==> config.mk <==
export PLATFORM = sky130hd
export DESIGN_NAME = accum_deskew
export DESIGN_NICKNAME = d
export VERILOG_FILES = /design/src/rtl/accum_pkg.sv /design/src/rtl/sync_fifo.sv /design/src/rtl/accum_deskew.sv
export SDC_FILE = /design/constraint.sdc
export NUM_CORES = 1
export LEC_CHECK = 0
export ABC_AREA = 1
export CORE_MARGIN = 5
export CORE_UTILIZATION = 35
export CTS_CLUSTER_DIAMETER = 30
export DETAILED_ROUTE_END_ITERATION = 16
export SLEW_MARGIN = 40
export SYNTH_ARGS = -nofsm -noshare
export SYNTH_HDL_FRONTEND = slang
export SYNTH_HIERARCHICAL = 1
export SYNTH_SLANG_ARGS = --single-unit
==> constraint.sdc <==
create_clock -name clk -period 21.3 [get_ports clk]
set_input_delay 4.26 -clock clk [delete_from_list [all_inputs] [get_ports clk]]
set_output_delay 4.26 -clock clk [all_outputs]
set_load 0.02 [all_outputs]
==> src/rtl/accum_pkg.sv <==
// Widths and default array geometry shared by the systolic array and its
// output deskew.
package accum_pkg;
   localparam int ACC_W       = 32;
   localparam int DAT_W       = 16;
   localparam int OC0_DEFAULT = 4;
   localparam int IC0_DEFAULT = 4;

   typedef logic signed [ACC_W-1:0] acc_t;
endpackage

==> src/rtl/sync_fifo.sv <==
// First-word-fall-through synchronous FIFO. A push into a full FIFO is
// accepted only when a pop frees the head slot in the same cycle.
module sync_fifo #(
   parameter int WIDTH = 32,
   parameter int DEPTH = 8
) (
   input  logic                     clk,
   input  logic                     rst_n,
   input  logic                     clr,
   input  logic                     push,
   input  logic                     pop,
   input  logic [WIDTH-1:0]         din,
   output logic [WIDTH-1:0]         dout,
   output logic [$clog2(DEPTH):0]   count,
   output logic                     full,
   output logic                     empty
);
   localparam int PTR_W = $clog2(DEPTH);
   localparam int CNT_W = PTR_W + 1;

   logic [WIDTH-1:0] mem [DEPTH];
   logic [PTR_W-1:0] rd_ptr;
   logic [PTR_W-1:0] wr_ptr;
   logic             do_push;
   logic             do_pop;

   assign empty   = (count == '0);
   assign full    = (count == CNT_W'(DEPTH));
   assign do_pop  = pop & ~empty;
   assign do_push = push & (~full | do_pop);

   always_ff @(posedge clk or negedge rst_n) begin
      if (!rst_n) begin
         rd_ptr <= '0;
         wr_ptr <= '0;
         count  <= '0;
      end else if (clr) begin
         rd_ptr <= '0;
         wr_ptr <= '0;
         count  <= '0;
      end else begin
         if (do_push) begin
            wr_ptr <= wr_ptr + 1'b1;
         end
         if (do_pop) begin
            rd_ptr <= rd_ptr + 1'b1;
         end
         case ({do_push, do_pop})
            2'b10:   count <= count + 1'b1;
            2'b01:   count <= count - 1'b1;
            default: count <= count;
         endcase
      end
   end

   // When full, push and pop share the head slot: the old entry leaves as the new one lands.
   always_ff @(posedge clk) begin
      if (do_push && !clr) begin
         mem[wr_ptr] <= din;
      end
   end

   assign dout = empty ? '0 : mem[rd_ptr];
endmodule

==> src/rtl/accum_deskew.sv <==
// Realigns the diagonally skewed bottom-row partial sums of the array into
// whole words and queues them for a ready/valid consumer.
module accum_deskew
   import accum_pkg::*;
#(
   parameter int OC0   = OC0_DEFAULT,
   parameter int DEPTH = 8
) (
   input  logic                 clk,
   input  logic                 rst_n,
   input  logic                 en,
   input  logic                 clr,
   input  logic                 col0_valid,
   input  logic [ACC_W*OC0-1:0] accum_out_chained,
   output logic [ACC_W*OC0-1:0] out_dat,
   output logic                 out_valid,
   input  logic                 out_ready,
   output logic                 fifo_room,
   output logic                 overflow
);
   localparam int CNT_W = $clog2(DEPTH) + 1;
   localparam int VLD_N = OC0 - 1;
   localparam logic [CNT_W-1:0] ROOM_MAX = CNT_W'(DEPTH - OC0);

   logic [VLD_N-1:0]     vld_p;
   logic [ACC_W*OC0-1:0] word_p;
   logic                 push;
   logic                 pop;
   logic                 full;
   logic                 empty;
   logic [CNT_W-1:0]     count;

   // Valid chain: the last stage marks the cycle where every lane is aligned.
   always_ff @(posedge clk or negedge rst_n) begin
      if (!rst_n) begin
         vld_p <= '0;
      end else if (clr) begin
         vld_p <= '0;
      end else if (en) begin
         vld_p[0] <= col0_valid;
         for (int s = 1; s < VLD_N; s++) begin
            vld_p[s] <= vld_p[s-1];
         end
      end
   end

   // Lane j arrives j advances late, so it waits OC0-1-j advances to line up.
   for (genvar j = 0; j < OC0; j++) begin : g_lane
      if (j == OC0 - 1) begin : g_pass
         assign word_p[j*ACC_W +: ACC_W] = accum_out_chained[j*ACC_W +: ACC_W];
      end else begin : g_dly
         localparam int N = OC0 - 1 - j;
         acc_t lane_p [N];

         always_ff @(posedge clk) begin
            if (en) begin
               lane_p[0] <= acc_t'(accum_out_chained[j*ACC_W +: ACC_W]);
               for (int s = 1; s < N; s++) begin
                  lane_p[s] <= lane_p[s-1];
               end
            end
         end

         assign word_p[j*ACC_W +: ACC_W] = lane_p[N-1];
      end
   end

   assign push = en & vld_p[VLD_N-1] & ~clr;
   assign pop  = out_valid & out_ready;

   sync_fifo #(
      .WIDTH (ACC_W*OC0),
      .DEPTH (DEPTH)
   ) u_fifo (
      .clk   (clk),
      .rst_n (rst_n),
      .clr   (clr),
      .push  (push),
      .pop   (pop),
      .din   (word_p),
      .dout  (out_dat),
      .count (count),
      .full  (full),
      .empty (empty)
   );

   assign out_valid = ~empty;
   assign fifo_room = (count <= ROOM_MAX);

   always_ff @(posedge clk or negedge rst_n) begin
      if (!rst_n) begin
         overflow <= 1'b0;
      end else if (clr) begin
         overflow <= 1'b0;
      end else if (push && full && !pop) begin
         overflow <= 1'b1;
      end
   end
endmodule

After elaboration in Yosys (flattened, before gate mapping)
Memory sizes are Yosys's and may differ from the RTL's.
Index checks and enable logic that the tools add are counted.
- flip-flop bits (word level): 14
- memory bits (writable): 1216
- input port bits: 134
- output and inout bits: 131
- memories: 4
- add/sub/neg operators: 4
- order comparisons: 1
- eq/ne operators: 3
- mux-type cells: 15
- bitwise operators: 9
- reductions and logical operators: 11
- memories (memory ; depth ; bits a word ; rd ports ; clocked after Yosys merged registers in ; wr ports ; line ; RTL):
    u_fifo.mem ; 8 ; 128 ; 1 ; 0 ; 1 ; sync_fifo.sv:21 ; logic [WIDTH-1:0] mem [DEPTH];
    g_lane[0].g_dly.lane_p ; 3 ; 32 ; 3 ; 0 ; 3 ; accum_deskew.sv:53 ; acc_t lane_p [N];
    g_lane[1].g_dly.lane_p ; 2 ; 32 ; 2 ; 0 ; 2 ; accum_deskew.sv:53 ;
    g_lane[2].g_dly.lane_p ; 1 ; 32 ; 1 ; 0 ; 1 ; accum_deskew.sv:53 ;
- operators by type and width (cell ; count):
    two-way mux 128 bit ; 1
    two-way mux 3 bit ; 6
    one-hot mux 4 bit (2 select lines) ; 1
    nonzero test 2 bit ; 4
    adder 3 x 1 -> 3 bit (second input constant) ; 2
    two-way mux 1 bit ; 6
    AND 1 bit ; 5
    adder 4 x 1 -> 4 bit (second input constant) ; 1
    == test 4 bit (second input constant) ; 1
    <= comparator 4 x 3 -> 1 bit (second input constant) ; 1
    zero test 4 bit ; 1
    two-way mux 4 bit ; 1
    subtractor 4 x 1 -> 4 bit (second input constant) ; 1
    logical AND 1 bit ; 3
    inverter 1 bit ; 3
    nonzero test 3 bit ; 1
    == test 2 x 1 -> 1 bit (second input constant) ; 1
    == test 2 bit (second input constant) ; 1
    zero test 1 bit ; 2
    bitwise OR 1 bit ; 1

Longest topological paths before layout
- word-level depth: 9
- gate-level depth with buffers: 18
- gate-level depth less buffers: 17

Hierarchy
Netlist, hierarchy kept.
- modules (own cells, without submodules) (module ; instances ; cells an instance ; area an instance (um^2) ; sequential area each (um^2)):
    sync_fifo ; 1 ; 3250 ; 40812.9 ; 30999.7
    accum_deskew ; 1 ; 218 ; 5969.5 ; 5865.6

Worst setup path before layout
No wires, ideal clock.
- kind: input port to flip-flop
- start: in out_ready
- end: mem u_fifo/mem[0][0] (netlist bit) (enable)
- setup time: 617 ps
- arrival time: 10284 ps
- data required time: 20683 ps
- setup slack: 10399 ps
- cell stages on the path: 8
- cells stage by stage: nand2_1 > inv_1 > nand2_1 > nand2_1 > nand2_1 > nor2_1 > nand2_1 > nor2_1
- longest elaborated chain between the ends: 7
- ends and longest elaborated chain (what ; line ; RTL):
    start: declaration ; accum_deskew.sv:17 ; input logic out_ready,
    AND 1 bit ; accum_deskew.sv:69 ; assign pop = out_valid & out_ready;
    named net pop ; accum_deskew.sv:28 ; logic pop;
    AND 1 bit ; sync_fifo.sv:29 ; assign do_pop = pop & ~empty;
    bitwise OR 1 bit ; sync_fifo.sv:30 ; assign do_push = push & (~full | do_pop);
    AND 1 bit ; sync_fifo.sv:30 ;
    logical AND 1 bit ; sync_fifo.sv:58 ; if (do_push && !clr) begin
    two-way mux 1 bit ; sync_fifo.sv:58 ;
    two-way mux 1 bit (not written as such) ; sync_fifo.sv:59 ; mem[wr_ptr] <= din;
    end: declaration ; sync_fifo.sv:21 ;
The timed path passes the listed nets, and every way through them passes these cells.

Worst setup path after layout
- start: reg u_fifo.rd_ptr[0]
- end: out out_dat[56]
- longest elaborated chain between the ends: 2
- ends and longest elaborated chain (what ; line ; RTL):
    start: declaration ; sync_fifo.sv:22 ; logic [PTR_W-1:0] rd_ptr;
    start signal: assignment ; sync_fifo.sv:46 ; rd_ptr <= rd_ptr + 1'b1;
    memory (8 x 128 bit) ; n/a ;
    two-way mux 128 bit ; sync_fifo.sv:63 ; assign dout = empty ? '0 : mem[rd_ptr];
    end: declaration ; accum_deskew.sv:15 ; output logic [ACC_W*OC0-1:0] out_dat,
No other way between the ends.

==> flow_summary.yaml <==
floorplan:
  io_pins: 265
  die_w_um: 375.6
  dieArea_mm2: 0.1411
  coreArea_mm2: 0.1331
  placement_rows: 134
  floorplan.initialDensity_pct: 35.14
  die_h_um: 375.6
synthesis:
  syn-mean-instance-area_um2: 13.49
  synth_enable_flop_cells: 1216
  synth_area_mm2: 0.04678
  postSynthNetCount: 3607
  synth_cell_types: 24
  ys_async_sr_fraction_pct: 1.138
  syn-instance-count: 3468
  ys.flop_type: "sky130_fd_sc_hd__edfxtp_1"
  synth_sequential_area_ratio_pct: 78.80
  synth.ff_latch_count: 1230
  warnings_from_yosys: 6
place:
  port-buffer-count: 264
  place_hpwl_um: 54180
  gp_congestion: 0.7006
  placement.setup.worst_slack_ns: 12.91
  dpl-instance-area_mm2: 0.05121
clock_network:
  htreeDepth: 5
  cts.repair_timing.setup_buffer_count: 0
  cts_made_buffers: 278
  clock_tree_from_tritoncts: "done"
  post_cts_resized: 0
  worst_setup_hold_path_clk_slew_ns: 0.05
  cts.hold.buffers_added: 0
  buffer_type_at_the_clock_tree_root: "sky130_fd_sc_hd__clkbuf_16"
  clk-insertion-delay-late_ns: 0.87
  cts-root-to-sink-buffers: 4
  clkSinkCount: 1230
drt:
  routed-wl-met2_um: 52990
  drt_pre_antenna_iters: 5
  dr_wl_met3_um: 6590
  final_antenna_net_count: 0
  detail_route.wirelength_um: 111900
  route.detailed.wl_per_inst_um: 19.27
  post_detailed_route_drc_marker_count: 0
  vias_per_cell: 4.891
  drt-met1-wl_um: 49770
  dr.max_layer_used: "met5"
  drt_iter0_markers: 2232
  via_count: 28390
worst_setup_path:
  cp_slowest_cell: "sky130_fd_sc_hd__clkdlybuf4s50_1"
  worst-path-max-fanout: 163
  cp_cell_sequence: "inv_12 > buf_6 > buf_6 > o21ai_0 > o21ai_1 > o21ai_0 > nor2_1 > clkdlybuf4s50_1"
  crit_arrival_ns: 4.98
  crit_type: "reg2out"
  crit_required_ns: 17.04
  setup.worst_path.start_class: "flop"
  setup.worst_path.end_class: "output pin"
  slowest_delay_ns: 0.68
run:
  maxCapViolations: 0
power:
  power.static_leakage_nw: 20.30
  cellPowerDensity_mw_per_mm2: 117.6
  power.ir.vdd_worst_mv: 0.07072
worst_hold_path:
  hp-class: "reg2reg"
final_layout:
  most-common-layout-cells: "1,216 x sky130_fd_sc_hd__edfxtp_1, 1,031 x sky130_fd_sc_hd__nor2_1, 573 x sky130_fd_sc_hd__o21ai_0, 325 x sky130_fd_sc_hd__o21ai_1, 283 x sky130_fd_sc_hd__clkbuf_16"
  fillers: 11660
  layout.cells.most_common: "sky130_fd_sc_hd__edfxtp_1"
  final_core_util_pct: 45.45
  antenna_cells: 0
  area.growth.synth_to_final_pct: 29.33
  final_layout_size_suffix_gt1_share_pct: 11.72
  finalNetCount: 3981
  final_cell_area_mm2: 0.06050
timing:
  final_min_period_over_clock_period_pct: 43.37
  number_of_hold_violations_in_the_final_report: 0
  maxSlewHeadroom_pct: 42.95
  clock-skew-final_ns: 0.05837
  report.final.setup_viol: 0
  min_period_ns: 9.238
  timing.fmax_mhz: 108.2
  timing.setup.tns_ns: 0
  fin_hold_ws_ns: 0.3966
  max_slew.worst_pin.slew_ns: 0.8558
  post-route-worst-setup-slack_ns: 12.06
  grt_setup_unrepaired: "false"
  total_count_of_max_transition_violations_in_the_final_report: 0
global_routing:
  grt_first_pass_wirelength_um: 169500
  first_global_vias: 28080
  grtUsageTotal_pct: 15.57
  grt_max_degree: 204
  grt_antenna_before_repair: 3
  globalRoute.totalOverflow: 0
status:
  outcome: "finished, final reports clean"
==> worst max-delay path, delay by kind of cell, from the launching register on <==
family / cells / cell delay (ns)
buffers and inverters: 4 / 2.41
flip-flops: 1 / 0.65
AO/OA/AOI/OAI: 3 / 0.39
AND/OR/NAND/NOR: 1 / 0.32
==> logic make-up (layout without fill, tap and decap cells) <==
group	after synthesis	count (layout)	synth area share [%]
AOI/OAI and AO/OA	903	903	9.679
xor gates and xnor gates	2	2	0.03745
adders and majority gates	5	5	0.1498
buffers and inverters	230	798	2.434
DFF	1230	1230	78.80
and+or+nand+nor	1098	1098	8.898
==> state kept, by name, summed over array words and instances (netlist names) <==
signal,flops
g_lane.g_dly.lane_p,192
overflow,1
u_fifo/count,4
u_fifo/mem,1024
u_fifo/rd_ptr,3
u_fifo/wr_ptr,3
vld_p,3
==> cell usage after synthesis, drive strengths merged (3+ instances only) <==
| library cell | count | area share [%] |
|---|---|---|
| a21oi | 3 | 0.032 |
| nand3 | 14 | 0.16 |
| nand2 | 38 | 0.30 |
| o21ai | 898 | 9.6 |
| dfrtp | 14 | 0.75 |
| edfxtp | 1216 | 78 |
| nand4 | 6 | 0.080 |
| nor2 | 1039 | 8.3 |
| clkbuf | 112 | 0.90 |
| buf | 101 | 1.4 |
| inv | 17 | 0.14 |
| ha | 4 | 0.11 |
==> where the power goes <==
part           switching [mW]  internal (mW)  leakage, nW  total, mW
sequential             0.0312           2.71         11.3       2.74
clock                    1.25           2.92         4.45       4.17
combinational           0.133         0.0673         4.59      0.200
==> per-stage QoR <==
step	cells	total power, mW
6_report	5804	7.113
5_1_grt	5804	7.358
4_1_cts	5802	7.198
3_5_place_dp	5328	2.985
3_3_place_gp	5322	2.978
2_1_floorplan	3468	2.904
==> area by class of cell <==
class | count | area (um2) | share of cell area, %
clock buffer | 312 | 7191 | 11.88
clock inverter | 162 | 2042 | 3.375
inverter | 17 | 81.33 | 0.1344
multi-input combinational | 2008 | 8846 | 14.62
sequential | 1230 | 36880 | 60.95
tap | 1768 | 2212 | 3.656
timing repair buffer | 307 | 3256 | 5.381
==> final timing paths <==
check / from / end / slack [ns] / depth (start not counted)
max: u_fifo/rd_ptr[0] / out_dat[56] / 12.06 / 8
max reg2reg: u_fifo/count[0] / u_fifo/mem[6][57] / 15.95 / 16
min reg2reg: g_lane[1].g_dly.lane_p[0][20] / g_lane[1].g_dly.lane_p[0][52] / 0.40 / 0
min in group asynchronous: rst_n / u_fifo/rd_ptr[0] / 3.31 / 1
max in group asynchronous: rst_n / u_fifo/rd_ptr[1] / 17.69 / 1
min: g_lane[1].g_dly.lane_p[0][20] / g_lane[1].g_dly.lane_p[0][52] / 0.40 / 0
==> layer usage <==
metal / vias to the layer above / GRT usage (%)
met5: - / 0
met4: 2 / 5.401
met3: 206 / 3.781
met2: 851 / 24.78
met1: 13980 / 20.98
li1: 13360 / -
Power figures use the tool's default switching activity.
